$ cat config.mk
export PLATFORM = sky130hd
export DESIGN_NAME = msx_mouse_reader
export DESIGN_NICKNAME = d
export VERILOG_FILES = /design/src/rtl/msx_mouse_reader.sv
export SDC_FILE = /design/constraint.sdc
export NUM_CORES = 1
export LEC_CHECK = 0
export CORE_MARGIN = 4
export CORE_UTILIZATION = 50
export DETAILED_ROUTE_END_ITERATION = 7
export PLACE_DENSITY_LB_ADDON = 0.15
export SYNTH_ARGS = -nofsm -noshare
export SYNTH_HDL_FRONTEND = slang
export SYNTH_SLANG_ARGS = --single-unit
$ cat constraint.sdc
create_clock -name clk_sys -period 5.7 [get_ports clk_sys]
set_input_delay 0.855 -clock clk_sys [delete_from_list [all_inputs] [get_ports clk_sys]]
set_output_delay 0.855 -clock clk_sys [all_outputs]
set_load 0.005 [all_outputs]
$ cat src/rtl/msx_mouse_reader.sv
// MSX-side initiator for the joystick-port mouse nibble protocol: toggles the strobe,
// samples four nibbles and presents the assembled X/Y deltas and button bits.
module msx_mouse_reader #(
    parameter int unsigned SETTLE_CYC = 64,
    parameter int unsigned POLL_CYC   = 567500
) (
    input  logic       clk_sys,
    input  logic       reset,
    input  logic       enable,
    input  logic       poll_now,
    input  logic [5:0] joy_in,
    output logic       strobe_out,
    output logic [7:0] dx,
    output logic [7:0] dy,
    output logic [1:0] buttons,
    output logic       valid,
    output logic       busy
);

    localparam int unsigned SW = $clog2(SETTLE_CYC + 1);
    localparam int unsigned PW = $clog2(POLL_CYC);
    localparam logic [SW-1:0] SETTLE_LOAD = SW'(SETTLE_CYC - 1);
    localparam logic [PW-1:0] POLL_LAST   = PW'(POLL_CYC - 1);

    typedef enum logic [2:0] {
        StIdle,
        StToggle,
        StSettle,
        StSample,
        StDone
    } state_e;

    state_e          state;
    logic [5:0]      joy_m;
    logic [5:0]      joy_s;
    logic [PW-1:0]   poll_cnt;
    logic [SW-1:0]   settle_cnt;
    logic [1:0]      idx;
    logic [1:0]      btn_cap;
    logic [3:0]      nib [4];

    // Port pins are asynchronous; idle level is all-high.
    always_ff @(posedge clk_sys) begin
        if (reset) begin
            joy_m <= 6'h3F;
            joy_s <= 6'h3F;
        end else begin
            joy_m <= joy_in;
            joy_s <= joy_m;
        end
    end

    always_ff @(posedge clk_sys) begin
        if (reset) begin
            state      <= StIdle;
            strobe_out <= 1'b0;
            dx         <= 8'h00;
            dy         <= 8'h00;
            buttons    <= 2'b00;
            valid      <= 1'b0;
            busy       <= 1'b0;
            poll_cnt   <= '0;
            settle_cnt <= '0;
            idx        <= 2'd0;
            btn_cap    <= 2'b00;
            for (int i = 0; i < 4; i++) begin
                nib[i] <= 4'h0;
            end
        end else begin
            valid <= 1'b0;
            if (!enable) begin
                // Abort leaves the strobe at its current level; the responder re-aligns
                // through its idle timeout before the next frame.
                state    <= StIdle;
                busy     <= 1'b0;
                idx      <= 2'd0;
                poll_cnt <= '0;
            end else begin
                unique case (state)
                    StIdle: begin
                        if (poll_now || poll_cnt == POLL_LAST) begin
                            poll_cnt <= '0;
                            busy     <= 1'b1;
                            state    <= StToggle;
                        end else begin
                            poll_cnt <= poll_cnt + PW'(1);
                        end
                    end
                    StToggle: begin
                        strobe_out <= ~strobe_out;
                        settle_cnt <= SETTLE_LOAD;
                        state      <= StSettle;
                    end
                    StSettle: begin
                        if (settle_cnt == '0) begin
                            state <= StSample;
                        end else begin
                            settle_cnt <= settle_cnt - SW'(1);
                        end
                    end
                    StSample: begin
                        nib[idx] <= joy_s[3:0];
                        if (idx == 2'd3) begin
                            btn_cap <= ~joy_s[5:4];
                            state   <= StDone;
                        end else begin
                            idx   <= idx + 2'd1;
                            state <= StToggle;
                        end
                    end
                    StDone: begin
                        dx      <= {nib[0], nib[1]};
                        dy      <= {nib[2], nib[3]};
                        buttons <= btn_cap;
                        valid   <= 1'b1;
                        busy    <= 1'b0;
                        idx     <= 2'd0;
                        state   <= StIdle;
                    end
                    default: state <= StIdle;
                endcase
            end
        end
    end

endmodule

; Yosys cells after proc, flatten, opt, wreduce, memory -nomap -nowiden
; Memories as Yosys holds them, arrays and structs flattened. A register that Yosys moved wholly into a read port is not among the register bits.
; Cells that the tools add are included.
[totals]
ff_bits = 51
ramBits = 16
wordCells = 64
mem_count = 1
[op_classes]
addsub = 3
n_eq_ne = 10
n_mux = 21
n_bitwise = 3
n_reduce_logical = 15
[mem_list]
columns = name, depth, word_bits, read_ports, rd_ports_with_merged_regs, wr, line
row1 = nib, 4, 4, 4, 4, 4, 40  ; logic [3:0] nib [4];
[op_table]
columns = operator, n
row1 = 20-bit by 1-bit adder with 20-bit output (second input constant), 1
row2 = 20-bit == test (second input constant), 1
row3 = 20-bit 2-to-1 mux, 1
row4 = 7-bit case mux with 2 select lines, 1
row5 = 3-bit case mux with 4 select lines, 1
row6 = 2-bit AND reduction, 5
row7 = 1-bit 2-to-1 mux, 9
row8 = 3-bit 2-to-1 mux, 3
row9 = 2-bit != test (second input constant), 4
row10 = 7-bit zero test, 1
row11 = 7-bit 2-to-1 mux, 1
row12 = 7-bit by 1-bit subtractor with 7-bit output (second input constant), 1
row13 = 3-bit by 2-bit == test with 1-bit output (second input constant), 2
row14 = 3-bit AND reduction, 2
row15 = 2-bit nonzero test, 3
row16 = 2-bit 2-to-1 mux, 2
row17 = 4-bit 2-to-1 mux, 1
row18 = 2-bit case mux with 2 select lines, 1
row19 = 4-bit OR reduction, 1
row20 = 3-bit by 1-bit == test with 1-bit output (second input constant), 1
row21 = 3-bit == test (second input constant), 1
row22 = 3-bit zero test, 1
row23 = 2-bit by 1-bit adder with 2-bit output (second input constant), 1
row24 = 2-bit == test (second input constant), 1
row25 = other kinds (5), 6

; Longest topological paths before layout
; Gate-level depths: netlist (run 1).
[logic_depth]
ltp_word = 7
depth_mapped = 8

; Worst setup path after synthesis (run 1)
; No wires, ideal clock.
[synth_path]
path_kind = in2reg
startpoint = in enable
endpoint = mem nib[2][0] (enable)
setup_ns = 0.297
arrival_time_ns = 1.870
required_time_ns = 5.403
path_slack_ns = 3.533
stages = 4
cell_sequence = nand2b_1 > or3_1 > nor3b_1 > or2_2
[synth_lines]
columns = item, line
row1 = "start, declared", 9  ; input logic enable,
row2 = "end, declared", 40

==> impl_metrics.json, run 1 <==
{
  "fin_crit_sh_pct": 46.1,
  "synth_edf_count": 16,
  "synth_seq_cells": 83,
  "finalHoldViolations": 0,
  "max-cap-violations": 0,
  "max_freq_mhz": 380,
  "cts_buffer_depth": 2,
  "final-setup-viol-count": 0,
  "grt_max_degree": 50,
  "cts_setup_buffers": 0,
  "maxSlewHeadroom_pct": 54.9,
  "routedWlPerCell_um": 13.5,
  "synth_top_cell_by_area": "dfxtp_1",
  "hp-start": "joy_s[4]",
  "synth_xor_area_share_pct": 5.20,
  "synth_cell_type_count": 45,
  "numClockSinks": 83,
  "grt_pass1_wl_mm": 11.0,
  "place_area_um2": 3700,
  "gr-total-overflow": 0,
  "holdPathStages": 1,
  "ys_seq_area_share_pct": 54.1,
  "core_um2": 6460,
  "worst_setup_path_start_kind": "primary input",
  "grt_setup_unrepaired": "no",
  "port_buffers": 30,
  "status": "complete, no violations",
  "worstPathRequired_ns": 5.77,
  "synth_mux_area_share_pct": 0.297,
  "arrival_ns": 2.70,
  "synth_top_cells_by_count": "67 x dfxtp_1, 55 x nand2_1, 34 x nor2_1",
  "crit_fanout": 6,
  "syn2layout_area_growth_pct": 15.6,
  "vias": 2518,
  "fin_area_um2": 3890,
  "synth_top_area_share_pct": 39.8,
  "htree_levels": 3,
  "synthTopCellsByArea": "dfxtp_1 40%, edfxtp_1 14%, nand2_1 6.1%, a21oi_1 4.2%, nor2_1 3.8%",
  "antenna_left": 0,
  "leakage_nw": 1.26,
  "ir_drop_mv": 0.190,
  "first_pass_iters": 5,
  "die_area_um2": 8110,
  "ys.flop_type": "dfxtp_1",
  "synthAdderAreaFrac_pct": 1.11,
  "reg2reg_from": "poll_cnt[0]",
  "postSynthCellCount": 357,
  "maxSlewViolCount": 0,
  "setup_tns_ns": 0,
  "ios": 31,
  "antenna_found_initial": 0,
  "final_nets": 397,
  "grt_pass1_vias": 2337,
  "track_usage_pct": 16.5,
  "postRouteWirelength_mm": 6.28,
  "syn_area_um2": 3370,
  "post-synth-top-count-cell": "dfxtp_1",
  "ys.warnings.count": 0,
  "r2r_end": "poll_cnt[4]",
  "syn-mean-instance-area_um2": 9.43,
  "clkLatencyLatePin_ns": 0.35,
  "drt_drc_violations_left": 0,
  "routed_via_density": 5.40,
  "fin_util_pct": 60.3,
  "worst-r2r-cell-count": 6,
  "synth_top_family_by_area": "simple AND/OR/NAND/NOR gates",
  "cts_resized": 0,
  "path_clk_slew_ns": 0.08,
  "globalplace.congestion": 0.844,
  "finClkSkew_ns": 0.0113,
  "cts_buffers": 9,
  "n_antenna_cell": 0,
  "worstMarginPinSlew_ns": 0.675,
  "synthSimpleGateAreaFrac_pct": 27.9,
  "post-dp-hpwl_mm": 4.34,
  "worst-r2r-setup-slack_ns": 3.32,
  "p_per_area_nw_per_um2": 279,
  "drt-initial-drc-count": 173,
  "setup.worst_path.class": "primary input to flip-flop",
  "final.min_clock_period_ns": 2.63,
  "cts-root-buf": "clkbuf_8",
  "cp-end-kind": "flip-flop",
  "rows": 29,
  "async_flop_share_pct": 0,
  "initial_core_util_pct": 52.1,
  "p_total_mw": 1.09,
  "fp.dieH_um": 90.1,
  "synth-compound-area-share_pct": 8.77,
  "min_to": "btn_cap[0]",
  "hp-class": "flip-flop to flip-flop",
  "cts_hold_buf": 0,
  "cts_tree": "built",
  "die_width_um": 90.1,
  "hold_ws_ns": 0.410,
  "synth_nets": 370,
  "layout-drive-gt1-share_pct": 9.25
}
layout by cell type (no fill, tap or decap), types with 3 or more instances in the layout:
cell	synthesis	routed
xor2_1	9	9
edfxtp_1	16	16
o21ai_0	6	6
nor3_1	13	13
clkdlybuf4s50_1	0	30
nand2_1	55	55
inv_1	4	4
nand3_1	12	12
xnor2_1	11	11
ha_1	3	3
or2_2	15	15
nand2b_1	3	3
and4_1	3	3
nand4_1	8	8
nand3b_1	4	4
dfxtp_1	67	67
clkbuf_8	0	10
or4_1	3	3
a21oi_1	28	28
nor2_1	34	34
and2_1	18	18
how the worst max path moves through the flow:
stage,from,end,slack [ns],cells past startpoint
5_1_grt,enable,nib[2][0],2.98,5
6_report,enable,nib[2][1],3.07,5
3_3_place_gp,reset,nib[2][3],2.80,5
4_1_cts,enable,nib[2][1],3.09,5
2_1_floorplan,enable,nib[2][0],3.53,4
3_5_place_dp,enable,nib[2][0],2.72,5
through the flow:
stage / setup slack (ns) / instances
floorplan: 3.53 / 357
global placement: 2.80 / 450
detailed placement: 2.72 / 450
CTS: 3.09 / 466
global route: 2.98 / 466
finish: 3.07 / 466
layer usage:
layer | wire length (um) | track usage, % | vias to the layer above
li1 | - | - | 1281
met1 | 3130 | 23.0 | 1170
met2 | 2770 | 24.1 | 62
met3 | 296 | 4.01 | 5
met4 | 82 | 7.65 | 0
met5 | 0 | 0 | -
critical path, stage by stage:
cell	delay [ns]
clkdlybuf4s50_1	0.56
nand2b_1	0.17
or3_1	0.46
nor3b_1	0.41
or2_2	0.24
cells by family (layout without fill, tap and decap cells):
group                    after synthesis  count (layout)
AO/OA/AOI/OAI                         48              48
XOR/XNOR                              20              20
adder cells (fa/ha/maj)                3               3
buffers and inverters                 19              51
flip-flops                            83              83
multiplexers                           1               1
AND/OR/NAND/NOR                      183             183
state kept, by name (all words and copies together) (netlist names), 2 cells and up:
register and cells:
joy_m 6, state 3, settle_cnt 7, dx 8, buttons 2, idx 2
dy 8, btn_cap 2, nib 16, joy_s 6, poll_cnt 20
power breakdown:
part,switching [mW],internal [mW]
logic,0.0294,0.0238
clock network,0.200,0.212
registers,0.00949,0.610
total,0.239,0.846
layout make-up:
cell class	count	area, um2
clock buffer	11	141
tap	77	96.3
fill	573	2560
clock inverter	5	53.8
timing repair buffer	31	308
sequential	83	1820
multi-input combinational	255	1460
inverter	4	15.0
No activity file was read; power rests on OpenSTA's default activity.
==> inputs of run 2 (changes only) <==
Clock period 5.7 ns to 2.11 ns, I/O delays scaled along.
==> run 2 against run 1 <==
Net effect:
- utilization grew 2.7 points
- via count grew 2.7%
- flip-flop and latch count is the same
- critical path depth grew 2
- hold slack improved by 0.00093 ns
- clock-buffer cell count increased by 1
- non-clock buffer count up 18
- first-iteration DRC count shrank 42%
- design area grew 4.5%
- critical path type is now flip-flop to flip-flop
- combinational power rose to 3.2 times the previous value
- die area did not move
==> impl_metrics.json, run 2 (synthesis results as in run 1) <==
{
  "cts_buffers": 9,
  "core_um2": 6460,
  "min_to": "joy_s[2]",
  "crit_fanout": 16,
  "numClockSinks": 83,
  "holdPathStages": 1,
  "worst_setup_path_start_kind": "flip-flop",
  "cts_setup_buffers": 0,
  "final_common_cell": "dfxtp_1",
  "syn2layout_area_growth_pct": 20.8,
  "fill_cells": 561,
  "route.met3.wl_um": 291,
  "maxSlewHeadroom_pct": 62.8,
  "leakage_nw": 1.38,
  "final.min_clock_period_ns": 1.97,
  "fp.dieH_um": 90.1,
  "die_width_um": 90.1,
  "track_usage_pct": 17.7,
  "path_clk_slew_ns": 0.08,
  "layout_common_cells": "66 x dfxtp_1, 55 x nand2_1, 34 x nor2_1",
  "layout-drive-gt1-share_pct": 13.8,
  "hp-class": "flip-flop to flip-flop",
  "status": "complete, no violations",
  "seq_area_um2": 1820,
  "slowest_stage": "or4_1",
  "cts_tree": "built",
  "maxSlewViolCount": 0,
  "hp-start": "joy_m[2]",
  "p_total_mw": 3.06,
  "grt_max_degree": 40,
  "top_layer_used": "met4",
  "top_register": "poll_cnt",
  "multi_input_area_um2": 1460,
  "n_antenna_cell": 0,
  "finClkSkew_ns": 0.00349,
  "port_buffers": 30,
  "r2r_end": "poll_cnt[6]",
  "vias": 2585,
  "largest_reg_flops": 20,
  "worstPathRequired_ns": 2.35,
  "postRouteWirelength_mm": 6.75,
  "gr-total-overflow": 0,
  "grt_setup_unrepaired": "no",
  "final_nets": 415,
  "dr_wl_met2_mm": 3.15,
  "largestRegisters": "poll_cnt: 20 flops, nib: 16 flops",
  "p_per_area_nw_per_um2": 752,
  "drt-initial-drc-count": 100,
  "antenna_found_initial": 0,
  "ios": 31,
  "worstMarginPinSlew_ns": 0.552,
  "htree_levels": 3,
  "cts_buffer_depth": 2,
  "antenna_left": 0,
  "finalHoldViolations": 0,
  "grt_pass1_vias": 2460,
  "first_pass_iters": 5,
  "rows": 29,
  "routedWlPerCell_um": 14.0,
  "fin_crit_sh_pct": 93.3,
  "worst-r2r-cell-count": 7,
  "routed_via_density": 5.34,
  "hold_ws_ns": 0.411,
  "die_area_um2": 8110,
  "cts-root-buf": "clkbuf_8",
  "initial_core_util_pct": 52.1,
  "worst-r2r-setup-slack_ns": 0.14,
  "setup.worst_path.class": "flip-flop to flip-flop",
  "wl_met1_mm": 3.20,
  "post-dp-hpwl_mm": 4.77,
  "slowest_delay_ns": 0.52,
  "reg2reg_from": "poll_cnt[1]",
  "globalplace.congestion": 0.797,
  "clkLatencyLatePin_ns": 0.34,
  "cp-end-kind": "flip-flop",
  "arrival_ns": 2.21,
  "drt_drc_violations_left": 0,
  "grt_pass1_wl_mm": 11.7,
  "final-setup-viol-count": 0,
  "max_freq_mhz": 508,
  "path_cells": "ha_1 -> nand4_1 -> or4_1 -> o21ba_2 -> o21ai_4 -> buf_12 -> o21ai_0",
  "ir_drop_mv": 0.387,
  "max-cap-violations": 0
}
[run 2: changes by cell type in the layout (fill, tap and decap cells not counted), sizes merged]
cell,previous run,this run
clkinvlp,2,1
clkinv,2,1
buf,1,19
inv,4,5
clkbuf,11,12
[run 2: routing by layer]
metal / global-route usage, % / vias to the layer above
met3: 3.76 / 14
li1: - / 1315
met1: 24.1 / 1198
met5: 0 / -
met4: 7.14 / 0
met2: 27.4 / 58
[run 2: how the worst max path moves through the flow]
stage / startpoint / end / slack, ns / depth (start not counted)
2_1_floorplan: poll_cnt[0] / poll_cnt[10] / 0.17 / 8
3_3_place_gp: enable / nib[1][2] / 0.03 / 5
3_5_place_dp: enable / nib[2][0] / -0.02 / 5
4_1_cts: poll_cnt[0] / poll_cnt[6] / 0.11 / 7
5_1_grt: poll_cnt[1] / poll_cnt[4] / 0.02 / 7
6_report: poll_cnt[1] / poll_cnt[6] / 0.14 / 7
[run 2: worst max-delay path, delay by kind of cell, from the launching register on]
family,cells,cell delay [ns]
flops,1,0.37
simple gates,2,0.63
fa+ha+maj,1,0.21
buf+inv,1,0.16
compound gates,3,0.50
[run 2: cell type report]
cell class | count | area share [%]
Sequential cell | 83 | 44.8
Inverter | 4 | 0.369
Tap cell | 77 | 2.37
Clock buffer | 12 | 4.09
Multi-Input combinational cell | 255 | 35.8
Clock inverter | 4 | 1.35
Timing Repair Buffer | 49 | 11.2
[run 2: timing repair]
item / CTS / global route
hold endpoints to repair: 0 / 0
setup endpoints to repair: 0 / 1
hold buffers: 0 / 0
resized for setup: 0 / 1
[run 2: power by group]
group | leakage [nW] | internal [mW] | total (mW) | switching, mW
Sequential | 0.709 | 1.65 | 1.67 | 0.0223
Clock | 0.108 | 0.658 | 1.22 | 0.563
Combinational | 0.559 | 0.0797 | 0.168 | 0.0885
Total | 1.38 | 2.38 | 3.06 | 0.673
[run 2: metrics by stage]
| stage | area, um2 | instances | setup WS, ns | TNS (ns) | util (%) |
|---|---|---|---|---|---|
| finish | 4070 | 484 | 0.141 | 0 | 63.0 |
| global route | 4070 | 484 | 0.0205 | 0 | 63.0 |
| CTS | 4070 | 484 | 0.106 | 0 | 63.0 |
| detailed placement | 3850 | 468 | -0.0161 | -0.0643 | 59.6 |
| global placement | 3850 | 468 | 0.0332 | 0 | 59.6 |
| floorplan | 3370 | 357 | 0.174 | 0 | - |
